`config.mk`:
```
export PLATFORM = sky130hd
export DESIGN_NAME = nco_sine_lut_flat
export DESIGN_NICKNAME = d
export VERILOG_FILES = /design/src/rtl/nco_sine_lut_if.sv /design/src/rtl/nco_sine_lut.sv /design/src/flat_wrapper.sv
export SDC_FILE = /design/constraint.sdc
export NUM_CORES = 1
export LEC_CHECK = 0
export CORE_ASPECT_RATIO = 1.75
export CORE_MARGIN = 2
export CORE_UTILIZATION = 54
export DETAILED_ROUTE_END_ITERATION = 8
export GPL_TIMING_DRIVEN = 0
export PLACE_DENSITY = 0.74
export SLEW_MARGIN = 20
export SYNTH_ARGS = -nofsm -noshare
export SYNTH_HDL_FRONTEND = slang
export SYNTH_SLANG_ARGS = --single-unit
export TNS_END_PERCENT = 1
```
`constraint.sdc`:
```
create_clock -name clk -period 2 [get_ports clk]
set_input_delay 0.2 -clock clk [delete_from_list [all_inputs] [get_ports clk]]
set_output_delay 0.2 -clock clk [all_outputs]
set_load 0.05 [all_outputs]
```
`src/rtl/nco_sine_lut_if.sv`:
```
// Phase-in / sample-out bundle between the phase accumulator, the sine LUT
// stage and the DAC/mixer datapath.
`timescale 1ns/1ps
interface nco_sine_lut_if #(
  parameter int PHASE_W = 8,
  parameter int DATA_W  = 12
);
  logic [PHASE_W-1:0] phase;
  logic               phase_valid;
  logic [DATA_W-1:0]  sin_out;
  logic [DATA_W-1:0]  cos_out;
  logic               out_valid;

  modport master (
    output phase,
    output phase_valid,
    input  sin_out,
    input  cos_out,
    input  out_valid
  );

  modport slave (
    input  phase,
    input  phase_valid,
    output sin_out,
    output cos_out,
    output out_valid
  );
endinterface

```
`src/rtl/nco_sine_lut.sv`:
```
// Phase-to-amplitude converter: quarter-wave sine ROM with quadrant mirroring,
// producing signed sine and cosine through a 3-stage enabled pipeline.
`timescale 1ns/1ps
module nco_sine_lut #(
  parameter int PHASE_W = 8,
  parameter int LUT_AW  = 6,
  parameter int DATA_W  = 12
) (
  input  logic          clk,
  input  logic          rst,
  input  logic          EN,
  nco_sine_lut_if.slave bus
);

  localparam int  LUT_N   = 2 ** LUT_AW;
  localparam real HALF_PI = 1.5707963267948966;

  // Elaboration-time sine; the series is accurate far beyond one LSB on [0, pi/2].
  function automatic real sin_series(input real x);
    real term;
    real sum;
    term = x;
    sum  = x;
    for (int n = 1; n < 10; n++) begin
      term = -term * x * x / real'((2 * n) * (2 * n + 1));
      sum  = sum + term;
    end
    return sum;
  endfunction

  function automatic int table_entry(input int idx);
    real amp;
    real x;
    amp = real'((2 ** (DATA_W - 1)) - 1);
    x   = HALF_PI * (real'(idx) + 0.5) / real'(LUT_N);
    return $rtoi(amp * sin_series(x) + 0.5);
  endfunction

  // NOTE: the table is a constant ROM, so it has no reset; only pipeline state is cleared.
  logic [DATA_W-1:0] w_table [LUT_N];

  for (genvar gi = 0; gi < LUT_N; gi++) begin : g_rom
    localparam int ENTRY = table_entry(gi);
    assign w_table[gi] = ENTRY[DATA_W-1:0];
  end

  logic [1:0]        w_q;
  logic [1:0]        w_qc;
  logic [LUT_AW-1:0] w_k;
  logic [LUT_AW-1:0] w_sin_idx;
  logic [LUT_AW-1:0] w_cos_idx;
  logic              w_sin_neg;
  logic              w_cos_neg;

  // Odd quadrants read the table mirrored, the upper half of the turn is negated.
  // NOTE: every output of a combinational block gets a default first, so no latch can be inferred.
  always_comb begin
    w_q       = bus.phase[PHASE_W-1 -: 2];
    w_k       = bus.phase[PHASE_W-3 -: LUT_AW];
    w_qc      = w_q + 2'd1;
    w_sin_idx = w_k;
    w_cos_idx = w_k;
    w_sin_neg = w_q[1];
    w_cos_neg = w_qc[1];
    if (w_q[0])  w_sin_idx = ~w_k;
    if (w_qc[0]) w_cos_idx = ~w_k;
  end

  logic [LUT_AW-1:0] r1_sin_idx;
  logic [LUT_AW-1:0] r1_cos_idx;
  logic              r1_sin_neg;
  logic              r1_cos_neg;
  logic              r1_valid;

  logic [DATA_W-1:0] r2_sin_mag;
  logic [DATA_W-1:0] r2_cos_mag;
  logic              r2_sin_neg;
  logic              r2_cos_neg;
  logic              r2_valid;

  logic [DATA_W-1:0] r3_sin;
  logic [DATA_W-1:0] r3_cos;
  logic              r3_valid;

  // NOTE: sequential state uses non-blocking assignments so every stage samples pre-edge values.
  always_ff @(posedge clk or posedge rst) begin
    if (rst) begin
      r1_sin_idx <= '0;
      r1_cos_idx <= '0;
      r1_sin_neg <= 1'b0;
      r1_cos_neg <= 1'b0;
      r1_valid   <= 1'b0;
    end else if (EN) begin
      r1_sin_idx <= w_sin_idx;
      r1_cos_idx <= w_cos_idx;
      r1_sin_neg <= w_sin_neg;
      r1_cos_neg <= w_cos_neg;
      r1_valid   <= bus.phase_valid;
    end
  end

  always_ff @(posedge clk or posedge rst) begin
    if (rst) begin
      r2_sin_mag <= '0;
      r2_cos_mag <= '0;
      r2_sin_neg <= 1'b0;
      r2_cos_neg <= 1'b0;
      r2_valid   <= 1'b0;
    end else if (EN) begin
      r2_sin_mag <= w_table[r1_sin_idx];
      r2_cos_mag <= w_table[r1_cos_idx];
      r2_sin_neg <= r1_sin_neg;
      r2_cos_neg <= r1_cos_neg;
      r2_valid   <= r1_valid;
    end
  end

  // Output data only loads on valid samples so bubbles leave the last sample in place.
  always_ff @(posedge clk or posedge rst) begin
    if (rst) begin
      r3_sin   <= '0;
      r3_cos   <= '0;
      r3_valid <= 1'b0;
    end else if (EN) begin
      r3_valid <= r2_valid;
      if (r2_valid) begin
        r3_sin <= r2_sin_neg ? -r2_sin_mag : r2_sin_mag;
        r3_cos <= r2_cos_neg ? -r2_cos_mag : r2_cos_mag;
      end
    end
  end

  assign bus.sin_out   = r3_sin;
  assign bus.cos_out   = r3_cos;
  assign bus.out_valid = r3_valid;

endmodule

```
`src/flat_wrapper.sv`:
```
// flat-port wrapper written by rule: the top's interface ports become plain ports
module nco_sine_lut_flat 
#(
  parameter int PHASE_W = 8,
  parameter int LUT_AW  = 6,
  parameter int DATA_W  = 12
)
  (clk, rst, EN, bus_phase, bus_phase_valid, bus_sin_out, bus_cos_out, bus_out_valid);
  nco_sine_lut_if #(.PHASE_W(PHASE_W), .DATA_W(DATA_W)) bus_i ();
  input  logic clk;
  input  logic rst;
  input  logic EN;
  input wire logic [$bits(bus_i.phase)-1:0] bus_phase;
  input wire logic [$bits(bus_i.phase_valid)-1:0] bus_phase_valid;
  output wire logic [$bits(bus_i.sin_out)-1:0] bus_sin_out;
  output wire logic [$bits(bus_i.cos_out)-1:0] bus_cos_out;
  output wire logic [$bits(bus_i.out_valid)-1:0] bus_out_valid;
  assign bus_i.phase = bus_phase;
  assign bus_i.phase_valid = bus_phase_valid;
  assign bus_sin_out = bus_i.sin_out;
  assign bus_cos_out = bus_i.cos_out;
  assign bus_out_valid = bus_i.out_valid;
  nco_sine_lut #(.PHASE_W(PHASE_W), .LUT_AW(LUT_AW), .DATA_W(DATA_W)) u_core (.clk(clk), .rst(rst), .EN(EN), .bus(bus_i));
endmodule
```
==> flow_summary.yaml, run 1 <==
global_routing:
  globalRouteOverflowTotal: 0
  grt_antenna_before_repair: 0
  grt_start_max_net_pins: 54
  grtUsageTotal_pct: 30.7
  grt_pass1_wl_mm: 25.1
  grt_pass1_vias: 4868
timing:
  rsz0062_at_grt: "true"
  hold_viol: 0
  slew_headroom_pct: 49.6
  tns_ns: -0.0109
  finalCriticalPeriod_ns: 2.01
  finClkSkew_ns: 0.00733
  worst_pin_slew_ns: 0.756
  post-route-worst-setup-slack_ns: -0.0109
  min_period_over_period_pct: 101
  slew_viol_final: 0
  setup_viol: 1
  holdWs_ns: 0.127
  fmax_mhz: 497
finish:
  fin_cells: 756
  fillerInstances: 755
  n_antenna_cell: 0
  num-nets-final: 668
  syn2layout_area_growth_pct: 23.3
  drive_above_1_share_pct: 18.1
  postLayoutCoreUtil_pct: 68.6
  ff_latch_area_um2: 1630
  multiInputGateArea_um2: 3280
floorplan:
  num_rows: 46
  die_y_um: 132
  core_um2: 9090
  ioPinCount: 37
  die_w_um: 77.2
  start_util_pct: 55.6
  dieArea_um2: 10200
critical_path:
  endpoint_kind: "register"
  cp_max_fo: 5
  crit_required_ns: 2.22
  regToRegEndpoint: "u_core.r2_cos_mag[1]"
  reg2reg_depth: 6
  reg2reg_from: "u_core.r1_cos_idx[0]"
  critical_path_class: "register to register"
  startpoint_type: "register"
  critPathArrivalTime_ns: 2.23
  r2r_slack_ns: -0.01
synthesis:
  async_flop_share_pct: 100
  ys.flop_type: "dfrtp_1"
  ys_types: 70
  syn-num-nets: 610
  yosysSeqAreaShare_pct: 32.2
  syn_area_per_cell_um2: 8.81
  yosysTopAreaCellShare_pct: 32.2
  synth_area_leaders: "dfrtp_1 32%, ha_1 5.9%, nand2_1 4.1%"
  syn_inst: 574
  yosys_warnings: 0
  synth-seq-cells: 65
  yosysTopAreaCell: "dfrtp_1"
  netlist_area_um2: 5060
  synth_edf_count: 0
drt:
  wl_mm: 15.4
  wl_per_cell_um: 20.4
  drc: 0
  drtPass1Iterations: 7
  avgViaCountPerCell: 6.43
  via_count: 4860
  drt_iter0_markers: 319
  ant_nets: 0
clock_tree:
  ctsHtreeMaxLevel: 3
  cts.path.max_buffers: 2
  clkSinkCount: 65
  cts_root_buf: "clkbuf_16"
  cts_made_buffers: 9
  clk_latency_ns: 0.33
  cts_tree: "done"
  clkTransAtPathRegs_ns: 0.05
  cts_hold_buf: 0
placed_design:
  gp_congestion: 0.979
  dp_cells: 729
  hpwl_mm: 11.1
  port_buffers: 34
run_status:
  failed_checks: "negative setup slack"
  status: "finished, violations left"
hold_path:
  hold_path_class: "input pin to asynchronous set/reset pin"
pwr:
  p_leak_nw: 2.51
  ir_drop_mv: 0.696
  p_total_mw: 7.16
  power.density_nw_per_um2: 1150
job:
  maxCapViolCount: 0
-- critical path: stages (launching register included) --
cell,delay (ns)
dfrtp_2,0.39
clkinvlp_4,0.17
ha_4,0.33
mux2_4,0.15
a22oi_1,0.07
mux4_2,0.51
mux2_4,0.27
-- layer usage --
layer / share of wire, % / wire, um / track usage, % / vias to the layer above
li1: - / - / - / 2232
met1: 39 / 5990 / 36.7 / 2302
met2: 50 / 7680 / 52.4 / 272
met3: 7.5 / 1160 / 6.58 / 54
met4: 3.8 / 585 / 13.4 / 0
met5: 0 / 0 / 0 / -
-- kinds of logic after synthesis --
family / Yosys count / synth area share (%)
compound gates: 184 / 25.6
xor+xnor: 30 / 5.19
fa+ha+maj: 24 / 5.94
buf+inv: 74 / 5.86
flops: 65 / 32.2
mux: 36 / 9.18
simple gates: 161 / 16.1
-- timing repair --
action	4_1_cts	5_1_grt
cloned	0	0
buffers inserted	8	4
pin swaps	1	8
gates resized for setup	29	39
setup endpoints to repair	16	20
-- worst max path at each step --
stage	from	end	depth (start not counted)
CTS	u_core.r1_sin_idx[1]	u_core.r2_sin_mag[6]	7
global placement	rst	u_core.r1_sin_idx[0]	2
global route	u_core.r2_sin_mag[1]	u_core.bus.sin_out[10]	6
floorplan	u_core.r1_cos_idx[0]	u_core.r2_cos_mag[1]	6
finish	u_core.r1_cos_idx[0]	u_core.r2_cos_mag[1]	6
detailed placement	u_core.r1_sin_idx[1]	u_core.r2_sin_mag[3]	8
-- cells in the final DEF, fill, tap and decap left out, drive strengths merged, types with 5 or more instances in the layout --
| master | count |
|---|---|
| mux2 | 13 |
| clkbuf | 44 |
| o31ai | 8 |
| nand2 | 55 |
| a211oi | 7 |
| ha | 24 |
| xnor2 | 15 |
| or2 | 10 |
| o2111ai | 7 |
| o21a | 5 |
| nor2 | 27 |
| nor3 | 9 |
| o221ai | 7 |
| a21boi | 6 |
| a41oi | 5 |
| a31oi | 11 |
| clkdlybuf4s50 | 34 |
| nor2b | 20 |
| o41ai | 5 |
| a21oi | 21 |
| nand2b | 9 |
| xor2 | 15 |
| a211o | 6 |
| mux4 | 7 |
| inv | 20 |
| dfrtp | 65 |
| mux2i | 16 |
| o21ai | 55 |
| buf | 29 |
-- cell type report --
class | instances | area share, %
Multi-Input combinational cell | 435 | 52.5
Sequential cell | 65 | 26.2
Timing Repair Buffer | 47 | 7.34
Buffer | 51 | 4.35
Clock buffer | 9 | 3.61
Tap cell | 120 | 2.41
Inverter | 23 | 1.89
Clock inverter | 6 | 1.73
-- metrics by stage --
step                worst slack (ns)  cell area [um2]
floorplan                    -0.0270             5070
global placement               -1.06             5560
detailed placement            -0.433             5590
CTS                          -0.0504             6080
global route                 -0.0720             6240
finish                       -0.0109             6240
-- sequential cells by signal, summed over array words and instances, names as in the netlist --
name and count:
u_core.bus.sin_out 12, u_core.r2_sin_mag 11, u_core.r1_cos_neg 1, u_core.r1_sin_idx 6, u_core.r1_cos_idx 6, u_core.r2_cos_mag 11
u_core.r2_valid 1, u_core.bus.out_valid 1, u_core.r1_valid 1, u_core.bus.cos_out 12, u_core.r2_sin_neg 1, u_core.r1_sin_neg 1
u_core.r2_cos_neg 1
-- cells in the mapped netlist, types with 6 or more instances --
cell type / number
a211o_1: 6
nor2_1: 27
o2111ai_1: 7
o21ai_1: 15
nand2_1: 55
a21oi_1: 21
a31oi_1: 11
mux2_2: 12
nor3_1: 9
nor2b_1: 20
o31ai_1: 7
inv_1: 21
mux4_2: 7
clkbuf_1: 33
a211oi_1: 7
or2_2: 6
buf_2: 15
nand2b_1: 9
ha_1: 24
dfrtp_1: 65
mux2i_1: 16
xor2_1: 15
o221ai_1: 7
xnor2_1: 15
o21ai_0: 40
-- report_power, final --
part | internal, mW | switching [mW]
sequential | 1.68 | 0.300
combinational | 1.31 | 2.09
clock | 1.20 | 0.573
No activity file was read; power rests on OpenSTA's default activity.
==> run 2: changes to the inputs <==
- CORE_ASPECT_RATIO: 1.75 -> default
==> run 2 against run 1 <==
  * Worst hold slack gained 0.00066 ns
  * Sequential share of layout area is 0.93 points higher
  * Power down 12%
  * Sequential power about the same
  * Clock power fell by 42%
  * Maximum frequency decreased by 1.6%
  * First-iteration DRC count is 28% higher
  * Setup slack got worse by 0.032 ns
  * The run still ends with negative setup slack left
  * Via count rose by 0.25%
  * Cell count decreased by 1.6%
  * Largest cell class unchanged
  * Sequential cell count stayed put
==> flow_summary.yaml, run 2 (synthesis gave the netlist of run 1 again) <==
critical_path:
  regToRegEndpoint: "u_core.r2_cos_mag[2]"
  critical_path_class: "register to register"
  endpoint_kind: "register"
  startpoint_type: "register"
  r2r_slack_ns: -0.04
  path_buf_inv: 3
  crit_chain: "buf_2, buf_2, clkbuf_1, nor4_1, a31oi_1, a41oi_1"
  reg2reg_from: "u_core.r1_cos_idx[3]"
  cpLargestDelayFamily: "buffers and inverters"
  critPathArrivalTime_ns: 2.21
  cp_slowest_cell: "clkbuf_1"
  reg2reg_depth: 6
  cp_max_fo: 10
  crit_top_cell: "buf_2"
  crit_required_ns: 2.17
  slowest_delay_ns: 0.44
clock_tree:
  clkSinkCount: 65
  ctsHtreeMaxLevel: 3
  clkTransAtPathRegs_ns: 0.08
  cts_root_buf: "clkbuf_8"
  cts_hold_buf: 0
  clk_latency_ns: 0.34
  cts_made_buffers: 9
  cts_tree: "done"
  cts.path.max_buffers: 2
global_routing:
  grtUsageTotal_pct: 30.4
  grt_pass1_vias: 4690
  grt_pass1_wl_mm: 24.2
  grt_antenna_before_repair: 0
  globalRouteOverflowTotal: 0
  grt_start_max_net_pins: 50
floorplan:
  start_util_pct: 55.3
  die_w_um: 101
  core_um2: 9150
  dieArea_um2: 10200
  die_y_um: 101
  num_rows: 35
  ioPinCount: 37
run_status:
  status: "finished, violations left"
  failed_checks: "negative setup slack"
timing:
  finClkSkew_ns: 0.0131
  slew_headroom_pct: 48.1
  rsz0062_at_grt: "true"
  setup_viol: 2
  holdWs_ns: 0.127
  fmax_mhz: 489
  hold_viol: 0
  worst_pin_slew_ns: 0.779
  post-route-worst-setup-slack_ns: -0.0434
  min_period_over_period_pct: 102
  finalCriticalPeriod_ns: 2.04
  slew_viol_final: 0
hold_path:
  hold_path_class: "input pin to asynchronous set/reset pin"
drt:
  drt_iter0_markers: 408
  drc: 0
  avgViaCountPerCell: 6.55
  ant_nets: 0
  wl_mm: 14.9
  wl_per_cell_um: 20.0
  drtPass1Iterations: 5
  via_count: 4872
finish:
  n_antenna_cell: 0
  syn2layout_area_growth_pct: 19.0
  fin_cells: 744
  drive_above_1_share_pct: 17.4
  layout_commonest_cell: "dfrtp_1"
  most-common-layout-cells: "62 x dfrtp_1, 55 x nand2_1, 40 x o21ai_0, 34 x clkdlybuf4s50_1, 27 x nor2_1"
  num-nets-final: 664
job:
  maxCapViolCount: 0
placed_design:
  port_buffers: 34
  dp_slack_ns: -0.398
  dp_cells: 720
  hpwl_mm: 10.6
  gp_congestion: 1.00
pwr:
  p_total_mw: 6.33
  p_leak_nw: 2.40
  power.density_nw_per_um2: 1050
  ir_drop_mv: 0.452
[run 2: cell count changes in the layout (fill, tap and decap cells not counted), moves of 2 or more]
| cell | change |
|---|---|
| a41oi_1 | -2 |
| a41oi_2 | +2 |
| buf_2 | +4 |
| buf_4 | -3 |
| bufinv_16 | -3 |
| clkbuf_16 | -8 |
| clkbuf_2 | -2 |
| clkbuf_4 | -3 |
| clkbuf_8 | +9 |
[run 2: metrics by stage]
stage	TNS (ns)	util [%]	area, um2
floorplan	-0.0459	-	5070
finish	-0.0733	65.8	6020
detailed placement	-4.29	60.9	5580
CTS	0	65.2	5970
global placement	-58.16	60.6	5550
global route	-0.476	65.8	6020
[run 2: worst reg2reg max path, cell delays in order, from the launching register on]
cell,delay (ns)
dfrtp_1,0.36
buf_2,0.25
buf_2,0.27
clkbuf_1,0.44
nor4_1,0.14
a31oi_1,0.24
a41oi_1,0.17
[run 2: per-layer routing]
| metal | share of wire [%] | track usage, % |
|---|---|---|
| met1 | 43 | 42.0 |
| met4 | 2.7 | 12.9 |
| met2 | 45 | 46.6 |
| met3 | 8.6 | 6.03 |
| met5 | 0 | 0 |
[run 2: timing repair]
item                                    CTS  global route
resized for setup                        41            16
setup buffers                             8             0
endpoints found under the setup margin   15            16
pin swaps                                 5             1
[run 2: worst max path at each step]
stage,start,cells after the start,slack [ns],to
after global placement,rst,2,-1.03,u_core.r1_sin_idx[0]
after CTS,u_core.r1_cos_idx[1],7,0.0009,u_core.r2_cos_mag[1]
after detailed placement,u_core.r1_cos_idx[0],7,-0.40,u_core.r2_cos_mag[5]
final,u_core.r1_cos_idx[3],6,-0.04,u_core.r2_cos_mag[2]
after global routing,u_core.r1_cos_idx[2],7,-0.09,u_core.r2_cos_mag[1]
after floorplan,u_core.r1_cos_idx[0],6,-0.03,u_core.r2_cos_mag[1]
[run 2: power breakdown]
part	leakage [nW]	switching (mW)	internal (mW)
logic	1.55	2.06	1.28
clock network	0.0887	0.542	0.485
registers	0.761	0.298	1.67
total	2.40	2.90	3.43
[run 2: final cells by class]
class                           instances  area [um2]
Buffer                                 51         270
Clock buffer                           10         138
Sequential cell                        65        1630
Timing Repair Buffer                   43         428
Multi-Input combinational cell        435        3260
Fill cell                             778        3130
Clock inverter                          6        42.5
Inverter                               23         115
Tap cell                              111         139
